File: config.mk
export PLATFORM = sky130hd
export DESIGN_NAME = ex_mem_stage
export DESIGN_NICKNAME = d
export VERILOG_FILES = /design/src/rtl/ex_mem_stage_pkg.sv /design/src/rtl/ex_mem_stage_skid.sv /design/src/rtl/ex_mem_stage.sv
export SDC_FILE = /design/constraint.sdc
export NUM_CORES = 1
export LEC_CHECK = 0
export CORE_MARGIN = 3
export CORE_UTILIZATION = 50
export DETAILED_ROUTE_END_ITERATION = 12
export GPL_TIMING_DRIVEN = 0
export HOLD_SLACK_MARGIN = 0.05
export PLACE_DENSITY = 0.84
export SLEW_MARGIN = 0
export SYNTH_ARGS = -nofsm -noshare
export SYNTH_HDL_FRONTEND = slang
export SYNTH_SLANG_ARGS = --single-unit
File: constraint.sdc
create_clock -name clk -period 1.8 [get_ports clk]
set_input_delay 0.36 -clock clk [delete_from_list [all_inputs] [get_ports clk]]
set_output_delay 0.36 -clock clk [all_outputs]
set_load 0.1 [all_outputs]
File: src/rtl/ex_mem_stage_pkg.sv
// Shared definitions for the EX/MEM boundary: control-bundle bit positions
// and the capture transform applied to every beat entering the stage.
package ex_mem_stage_pkg;

  localparam int CTL_MEMREAD  = 0;
  localparam int CTL_MEMWRITE = 1;
  localparam int CTL_REGWRITE = 2;
  localparam int CTL_MEMTOREG = 3;
  localparam int CTL_BRTAKEN  = 4;
  localparam int CTL_EXC_OVF  = 5;
  localparam int CTL_W        = 6;

  // A trapping overflow squashes every side effect so the exception is precise.
  function automatic logic [CTL_W-1:0] capture_ctl(
    input logic memread,
    input logic memwrite,
    input logic regwrite,
    input logic memtoreg,
    input logic branch,
    input logic zero,
    input logic overflow,
    input logic trap_ovf
  );
    logic             exc;
    logic [CTL_W-1:0] ctl;
    exc               = overflow & trap_ovf;
    ctl               = '0;
    ctl[CTL_MEMREAD]  = memread & ~exc;
    ctl[CTL_MEMWRITE] = memwrite & ~exc;
    ctl[CTL_REGWRITE] = regwrite & ~exc;
    ctl[CTL_MEMTOREG] = memtoreg;
    ctl[CTL_BRTAKEN]  = branch & zero & ~exc;
    ctl[CTL_EXC_OVF]  = exc;
    return ctl;
  endfunction

endpackage

File: src/rtl/ex_mem_stage_skid.sv
// Two-entry skid register: main entry drives the outputs, skid entry absorbs
// the one beat that arrives while main is stalled; ready is purely registered.
module pipe_skid_reg #(
  parameter int W = 8
) (
  input  logic         clk,
  input  logic         reset,
  input  logic         flush,
  input  logic         in_valid,
  output logic         in_ready,
  input  logic [W-1:0] in_data,
  output logic         out_valid,
  input  logic         out_ready,
  output logic [W-1:0] out_data
);

  logic         main_v;
  logic         skid_v;
  logic [W-1:0] main_d;
  logic [W-1:0] skid_d;
  logic         accept;
  logic         main_free;
  logic         main_load;
  logic         skid_load;

  assign accept    = in_valid & ~skid_v;
  assign main_free = ~main_v | (main_v & out_ready);
  assign main_load = ~flush & main_free & (skid_v | accept);
  assign skid_load = ~flush & ~main_free & accept;

  assign in_ready  = ~skid_v;
  assign out_valid = main_v;
  assign out_data  = main_d;

  always_ff @(posedge clk or negedge reset) begin
    if (!reset) begin
      main_v <= 1'b0;
      skid_v <= 1'b0;
    end else if (flush) begin
      main_v <= 1'b0;
      skid_v <= 1'b0;
    end else if (main_free) begin
      main_v <= skid_v | accept;
      skid_v <= 1'b0;
    end else if (accept) begin
      skid_v <= 1'b1;
    end
  end

  // Skid always wins the refill so a newer beat can never overtake it.
  always_ff @(posedge clk or negedge reset) begin
    if (!reset) begin
      main_d <= '0;
      skid_d <= '0;
    end else begin
      if (main_load) main_d <= skid_v ? skid_d : in_data;
      if (skid_load) skid_d <= in_data;
    end
  end

endmodule

File: src/rtl/ex_mem_stage.sv
// EX/MEM pipeline boundary: packs the execute results, applies the overflow
// and branch capture transform, and buffers beats through a 2-entry skid.
module ex_mem_stage
  import ex_mem_stage_pkg::*;
#(
  parameter int N  = 32,
  parameter int RW = 5
) (
  input  logic          clk,
  input  logic          reset,
  input  logic          in_valid,
  output logic          in_ready,
  input  logic [N-1:0]  in_alu_out,
  input  logic          in_zero,
  input  logic          in_overflow,
  input  logic          in_trap_ovf,
  input  logic [N-1:0]  in_store_data,
  input  logic [RW-1:0] in_rd,
  input  logic [N-1:0]  in_pc,
  input  logic          in_memread,
  input  logic          in_memwrite,
  input  logic          in_regwrite,
  input  logic          in_memtoreg,
  input  logic          in_branch,
  input  logic          flush,
  output logic          out_valid,
  input  logic          out_ready,
  output logic [N-1:0]  out_alu_out,
  output logic [N-1:0]  out_store_data,
  output logic [N-1:0]  out_pc,
  output logic [RW-1:0] out_rd,
  output logic          out_memread,
  output logic          out_memwrite,
  output logic          out_regwrite,
  output logic          out_memtoreg,
  output logic          out_branch_taken,
  output logic          out_exc_ovf
);

  localparam int OFF_RD    = CTL_W;
  localparam int OFF_PC    = OFF_RD + RW;
  localparam int OFF_STORE = OFF_PC + N;
  localparam int OFF_ALU   = OFF_STORE + N;
  localparam int W         = OFF_ALU + N;

  logic [CTL_W-1:0] in_ctl;
  logic [W-1:0]     in_data;
  logic [W-1:0]     out_data;

  assign in_ctl  = capture_ctl(in_memread, in_memwrite, in_regwrite, in_memtoreg,
                               in_branch, in_zero, in_overflow, in_trap_ovf);
  assign in_data = {in_alu_out, in_store_data, in_pc, in_rd, in_ctl};

  pipe_skid_reg #(.W(W)) u_skid (
    .clk       (clk),
    .reset     (reset),
    .flush     (flush),
    .in_valid  (in_valid),
    .in_ready  (in_ready),
    .in_data   (in_data),
    .out_valid (out_valid),
    .out_ready (out_ready),
    .out_data  (out_data)
  );

  assign out_alu_out      = out_data[OFF_ALU +: N];
  assign out_store_data   = out_data[OFF_STORE +: N];
  assign out_pc           = out_data[OFF_PC +: N];
  assign out_rd           = out_data[OFF_RD +: RW];
  assign out_memread      = out_data[CTL_MEMREAD];
  assign out_memwrite     = out_data[CTL_MEMWRITE];
  assign out_regwrite     = out_data[CTL_REGWRITE];
  assign out_memtoreg     = out_data[CTL_MEMTOREG];
  assign out_branch_taken = out_data[CTL_BRTAKEN];
  assign out_exc_ovf      = out_data[CTL_EXC_OVF];

endmodule

# [After elaboration in Yosys (flattened, before gate mapping)]
# Cells that the tools add are included.
[totals] ff_bits=216 latch_bits=0 mem_bits_rw=0 mem_bits_ro=0 input_bits=114 output_inout_bits=109 wordCells=31 mem_count=0
[op_classes] n_addsub=0 n_mul=0 div_mod_pow=0 magnitude_cmp=0 n_eq_ne=0 n_shift=0 muxes=6 bitwise=19 reduce_logical=2
[op_table] op="$mux W107" count=1
[op_table] op="$and A1 B1 Y1" count=12
[op_table] op="$mux W1" count=5
[op_table] op="$not A1 Y1" count=5
[op_table] op="$reduce_bool A3 Y1" count=1
[op_table] op="$or A1 B1 Y1" count=2
[op_table] op="$reduce_bool A2 Y1" count=1

# [Logic depth before layout (Yosys ltp)]
[logic_depth] depth_word=5 depth_mapped=6 ltp_nobuf=3

# [Cells and area by module]
# Synthesis repeated with hierarchy kept, for this count alone.
[hier_totals] cells_unflattened=586 hier_area_um2=9454.1
[by_module_without_submodules] mod="pipe_skid_reg" n_inst=1 cells_per_inst=580 area_per_inst_um2=9419.0 seq_area_each_um2=5405.2
[by_module_without_submodules] mod="ex_mem_stage" n_inst=1 cells_per_inst=6 area_per_inst_um2=35.0 seq_area_each_um2=0.0

# [Least setup slack after synthesis]
# Ideal clock, no wire load.
[synth_path] kind="register to register" startpoint="reg u_skid.main_v (netlist: u_skid.out_valid)" endpoint="reg u_skid.skid_d[51]" setup_ps=125 arrival_time_ps=1957 required_time_ps=1675 path_slack_ps=-282 stages_incl_launch_ff=6 n_path_buf=2 period_less_slack_ps=2082 path_cell_list="dfrtp_1 > and2b_2 > nand3_2 > buf_6 > buf_6 > mux2_4"
[synth_via] elab_chain_cells=5 elab_cells_between_ends=6 cone_classes="bitwise: 6"
[synth_lines] element="start: declaration" line_no="ex_mem_stage_skid.sv:17" rtl="logic main_v;"
[synth_lines] element="start signal: assignment" line_no="ex_mem_stage_skid.sv:43" rtl="main_v <= skid_v | accept;"
[synth_lines] element="$and A1 B1 Y1 / $not A1 Y1 (equally long branches)" line_no="ex_mem_stage_skid.sv:27" rtl="assign main_free = ~main_v | (main_v & out_ready);"
[synth_lines] element="$or A1 B1 Y1 (*)" line_no="ex_mem_stage_skid.sv:27"
[synth_lines] element="$not A1 Y1 (*)" line_no="ex_mem_stage_skid.sv:29" rtl="assign skid_load = ~flush & ~main_free & accept;"
[synth_lines] element="$and A1 B1 Y1 (*) (2 in series)" line_no="ex_mem_stage_skid.sv:29"
[synth_lines] element="end signal: assignment" line_no="ex_mem_stage_skid.sv:57" rtl="if (skid_load) skid_d <= in_data;"
[synth_lines] element="end: declaration" line_no="ex_mem_stage_skid.sv:20" rtl="logic [W-1:0] skid_d;"
# Mark *: on every way between the ends. The rest lies on a longest branch, timed or not.
# A chain may end at the register's enable or synchronous reset.

# [Worst setup path in the final report]
[layout_path] startpoint="reg u_skid.main_d[77] (netlist: u_skid.out_data[77])" endpoint="out out_alu_out[2]"
[layout_lines] element="start: declaration" line_no="ex_mem_stage_skid.sv:19" rtl="logic [W-1:0] main_d;"
[layout_lines] element="start signal: assignment" line_no="ex_mem_stage_skid.sv:56" rtl="if (main_load) main_d <= skid_v ? skid_d : in_data;"
[layout_lines] element="end: declaration" line_no="ex_mem_stage.sv:28" rtl="output logic [N-1:0] out_alu_out,"
# No word-level cell between the ends.

==> results.sh <==
export IMPL_die_w_microns=143.7
export IMPL_power_leakage_nw=5.620
export IMPL_dieArea_sq_um=20650
export IMPL_port_buffers=222
export IMPL_grt_pass1_vias=6483
export IMPL_drive_above_1_share_pct=59.58
export IMPL_area_growth_pct=33.26
export IMPL_critical_path_class="register to output pin"
export IMPL_status="complete, no violations"
export IMPL_dr_pass1_iters=4
export IMPL_fin_worst_skew_ps=14.63
export IMPL_ys_ff_latch=216
export IMPL_synth_cell_types=21
export IMPL_avgSynthCellArea_sq_um=16.10
export IMPL_cp_slowest_stage_delay_ps=570
export IMPL_clockRootBuffer="clkbuf_16"
export IMPL_cts_max_path_buffers=3
export IMPL_rsz0062_at_grt="false"
export IMPL_rows=49
export IMPL_p_int_mw=10.39
export IMPL_setup_viol=0
export IMPL_min_period_ps=1777
export IMPL_switching_share_pct=39.09
export IMPL_clk_pin_slew_ps=60
export IMPL_reg2reg_depth=5
export IMPL_gr_total_overflow=0
export IMPL_crit_fanout=2
export IMPL_grt_max_degree=118
export IMPL_nets=962
export IMPL_layout_cells_non_filler=1091
export IMPL_insertion_delay_ps=500
export IMPL_grt_usage_pct=20.70
export IMPL_drtIter0Drc=149
export IMPL_maxSlewHeadroom_pct=49.68
export IMPL_place_congestion=0.7398
export IMPL_io_pins=223
export IMPL_finalHoldViolCount=0
export IMPL_timing_final_crit_share_pct=98.70
export IMPL_pwr_share_seq_pct=38.0
export IMPL_cp_required_ps=1440
export IMPL_max_freq_ghz=0.5629
export IMPL_cts_tree="yes"
export IMPL_max_cap_violations=0
export IMPL_postSynthCellCount=589
export IMPL_cp_slowest_cell="clkdlybuf4s15_2"
export IMPL_clockPowerShare_pct=26.4
export IMPL_cts_made_buffers=24
export IMPL_syn_cell_area_sq_um=9480
export IMPL_worstPathArrival_ps=1420
export IMPL_n_fill_cell=1280
export IMPL_vdd_drop_max_v=0.0009209
export IMPL_end_kind="output pin"
export IMPL_yosysSeqAreaShare_pct=57.01
export IMPL_hp_class="input port to asynchronous set/reset pin"
export IMPL_power_density_nw_per_um2=1351
export IMPL_antenna_found_initial=0
export IMPL_power_frac_comb_pct=35.6
export IMPL_route_detailed_drc=0
export IMPL_switching_power_mw=6.671
export IMPL_startpoint_type="register"
export IMPL_routed_wl_mm=21.58
export IMPL_h_tree_depth=1
export IMPL_synth_warnings=0
export IMPL_drv_slew=0
export IMPL_crit_buf_inv=1
export IMPL_die_y_microns=143.7
export IMPL_ant_nets=0
export IMPL_worst_pin_slew_ps=754.9
export IMPL_crit_chain="clkdlybuf4s15_2"
export IMPL_vias=5739
export IMPL_cp_top_family="buffers and inverters"
export IMPL_core_area_sq_um=18270
export IMPL_dp_hpwl_mm=15.40
export IMPL_synth_fp_nets=703
export IMPL_clock_sinks=216
export IMPL_vias_per_cell=5.260
export IMPL_post_route_util_pct=69.15
export IMPL_dpl_cell_count=1041
export IMPL_avgRoutedWirePerCell_microns=19.78
export IMPL_start_util_pct=51.89
export IMPL_grt_pass1_wl_mm=34.21
export IMPL_cp_depth=1
[routing by layer]
| metal | global-route usage (%) | vias up | share of wire [%] |
|---|---|---|---|
| met5 | 0 | - | 0 |
| met4 | 5.550 | 0 | 2.5 |
| met3 | 3.794 | 34 | 4.4 |
| met2 | 37.73 | 135 | 53 |
| met1 | 25.30 | 2927 | 40 |
| li1 | - | 2643 | - |
[final timing paths]
kind	slack, ps	start	to
setup / recovery	20	u_skid.out_data[77]	out_alu_out[2]
hold / removal	460	reset	u_skid.skid_d[88]
setup reg to reg	70	u_skid.out_valid	u_skid.out_data[31]
hold reg to reg	500	u_skid.skid_d[25]	u_skid.skid_d[25]
max in group asynchronous	310	reset	u_skid.out_valid
min in group clk	490	flush	u_skid.out_valid
[sequential cells by signal, summed over array words and instances (netlist names)]
| register | cells |
|---|---|
| u_skid.skid_v | 1 |
| u_skid.out_data | 107 |
| u_skid.skid_d | 107 |
| u_skid.out_valid | 1 |
[worst reg2reg max path, cell delays in order (launching register included)]
cell	delay, ps
dfrtp_4	470
and2b_2	240
nor2_4	130
buf_4	170
clkbuf_4	230
mux2_2	360
[layout by cell type, fill, tap and decap left out, types with 2 or more instances in the layout]
cell,count
a21boi_0,3
buf_12,2
buf_2,65
buf_4,18
buf_6,7
clkbuf_1,6
clkbuf_16,25
clkbuf_4,4
clkbuf_8,4
clkdlybuf4s15_2,14
clkdlybuf4s18_2,41
clkdlybuf4s50_1,112
clkinv_2,4
dfrtp_1,215
mux2_2,289
mux2_4,30
nand2_1,3
nor2_1,3
[power by group through the flow]
| stage | Sequential (mW) | Clock, mW | Combinational, mW |
|---|---|---|---|
| 4_1_cts | 6.49 | 4.63 | 6.23 |
| 3_3_place_gp | 6.48 | 0 | 6.23 |
| 3_5_place_dp | 6.56 | 0 | 6.36 |
| 2_1_floorplan | 9.77 | 0 | 1.36 |
| 6_report | 6.49 | 4.50 | 6.08 |
| 5_1_grt | 6.61 | 4.82 | 6.29 |
[Yosys cell counts]
| master | instances | share of area (%) |
|---|---|---|
| nor3_1 | 1 | 0.053 |
| mux2_2 | 289 | 34 |
| nand2b_1 | 1 | 0.066 |
| buf_2 | 19 | 1.0 |
| a21boi_0 | 3 | 0.24 |
| nand3_2 | 1 | 0.11 |
| a21oi_1 | 1 | 0.053 |
| o21bai_4 | 1 | 0.20 |
| o32a_1 | 1 | 0.11 |
| mux2_4 | 30 | 4.8 |
| and2b_2 | 1 | 0.092 |
| clkbuf_1 | 1 | 0.040 |
| nand2_1 | 3 | 0.12 |
| nor2_1 | 3 | 0.12 |
| buf_4 | 6 | 0.48 |
| buf_6 | 8 | 0.95 |
| nor2_4 | 1 | 0.12 |
| and2_1 | 1 | 0.066 |
| nor2_2 | 1 | 0.066 |
| dfrtp_1 | 216 | 57 |
| inv_2 | 1 | 0.040 |
[timing repair]
action                                  4_1_cts  5_1_grt
endpoints found under the setup margin      228      135
gates resized for setup                     404       93
pin swaps                                     1        0
hold endpoints to repair                     99        0
hold buffers                                  1        0
setup buffers                                 2        7
[cells by family (layout without fill, tap and decap cells)]
family,after synthesis,after routing,share of synthesized area [%]
AOI/OAI and AO/OA,6,6,0.5939
buffers and inverters,35,307,2.508
DFF,216,216,57.01
muxes,319,319,39.08
other,0,1,0
and+or+nand+nor,13,13,0.8051
[layout make-up]
class | instances | area (sq um) | area share, %
diodes | 1 | 2.502 | 0.01981
plain buffers | 34 | 261.5 | 2.070
clock buffers | 35 | 703.2 | 5.566
clock inverters | 4 | 20.02 | 0.1585
inverters | 1 | 11.26 | 0.08914
multi-input cells | 338 | 3845 | 30.43
flip-flops and latches | 216 | 5409 | 42.81
well taps | 229 | 286.5 | 2.268
repair buffers | 233 | 2095 | 16.58
[stage by stage]
step	total power, mW	hold slack (ps)	worst slack (ps)	instance area, sq um	TNS [ps]
detailed placement	12.92	434.1	-538.5	12030	-81760
global route	17.72	487.4	0.07749	12630	0
finish	17.06	463.0	23.35	12630	0
global placement	12.71	480.4	-9520	11990	-1824890
CTS	17.35	464.6	-29.27	12820	-29.27
floorplan	11.13	64.41	17.22	9484	0
Power figures use the tool's default switching activity.
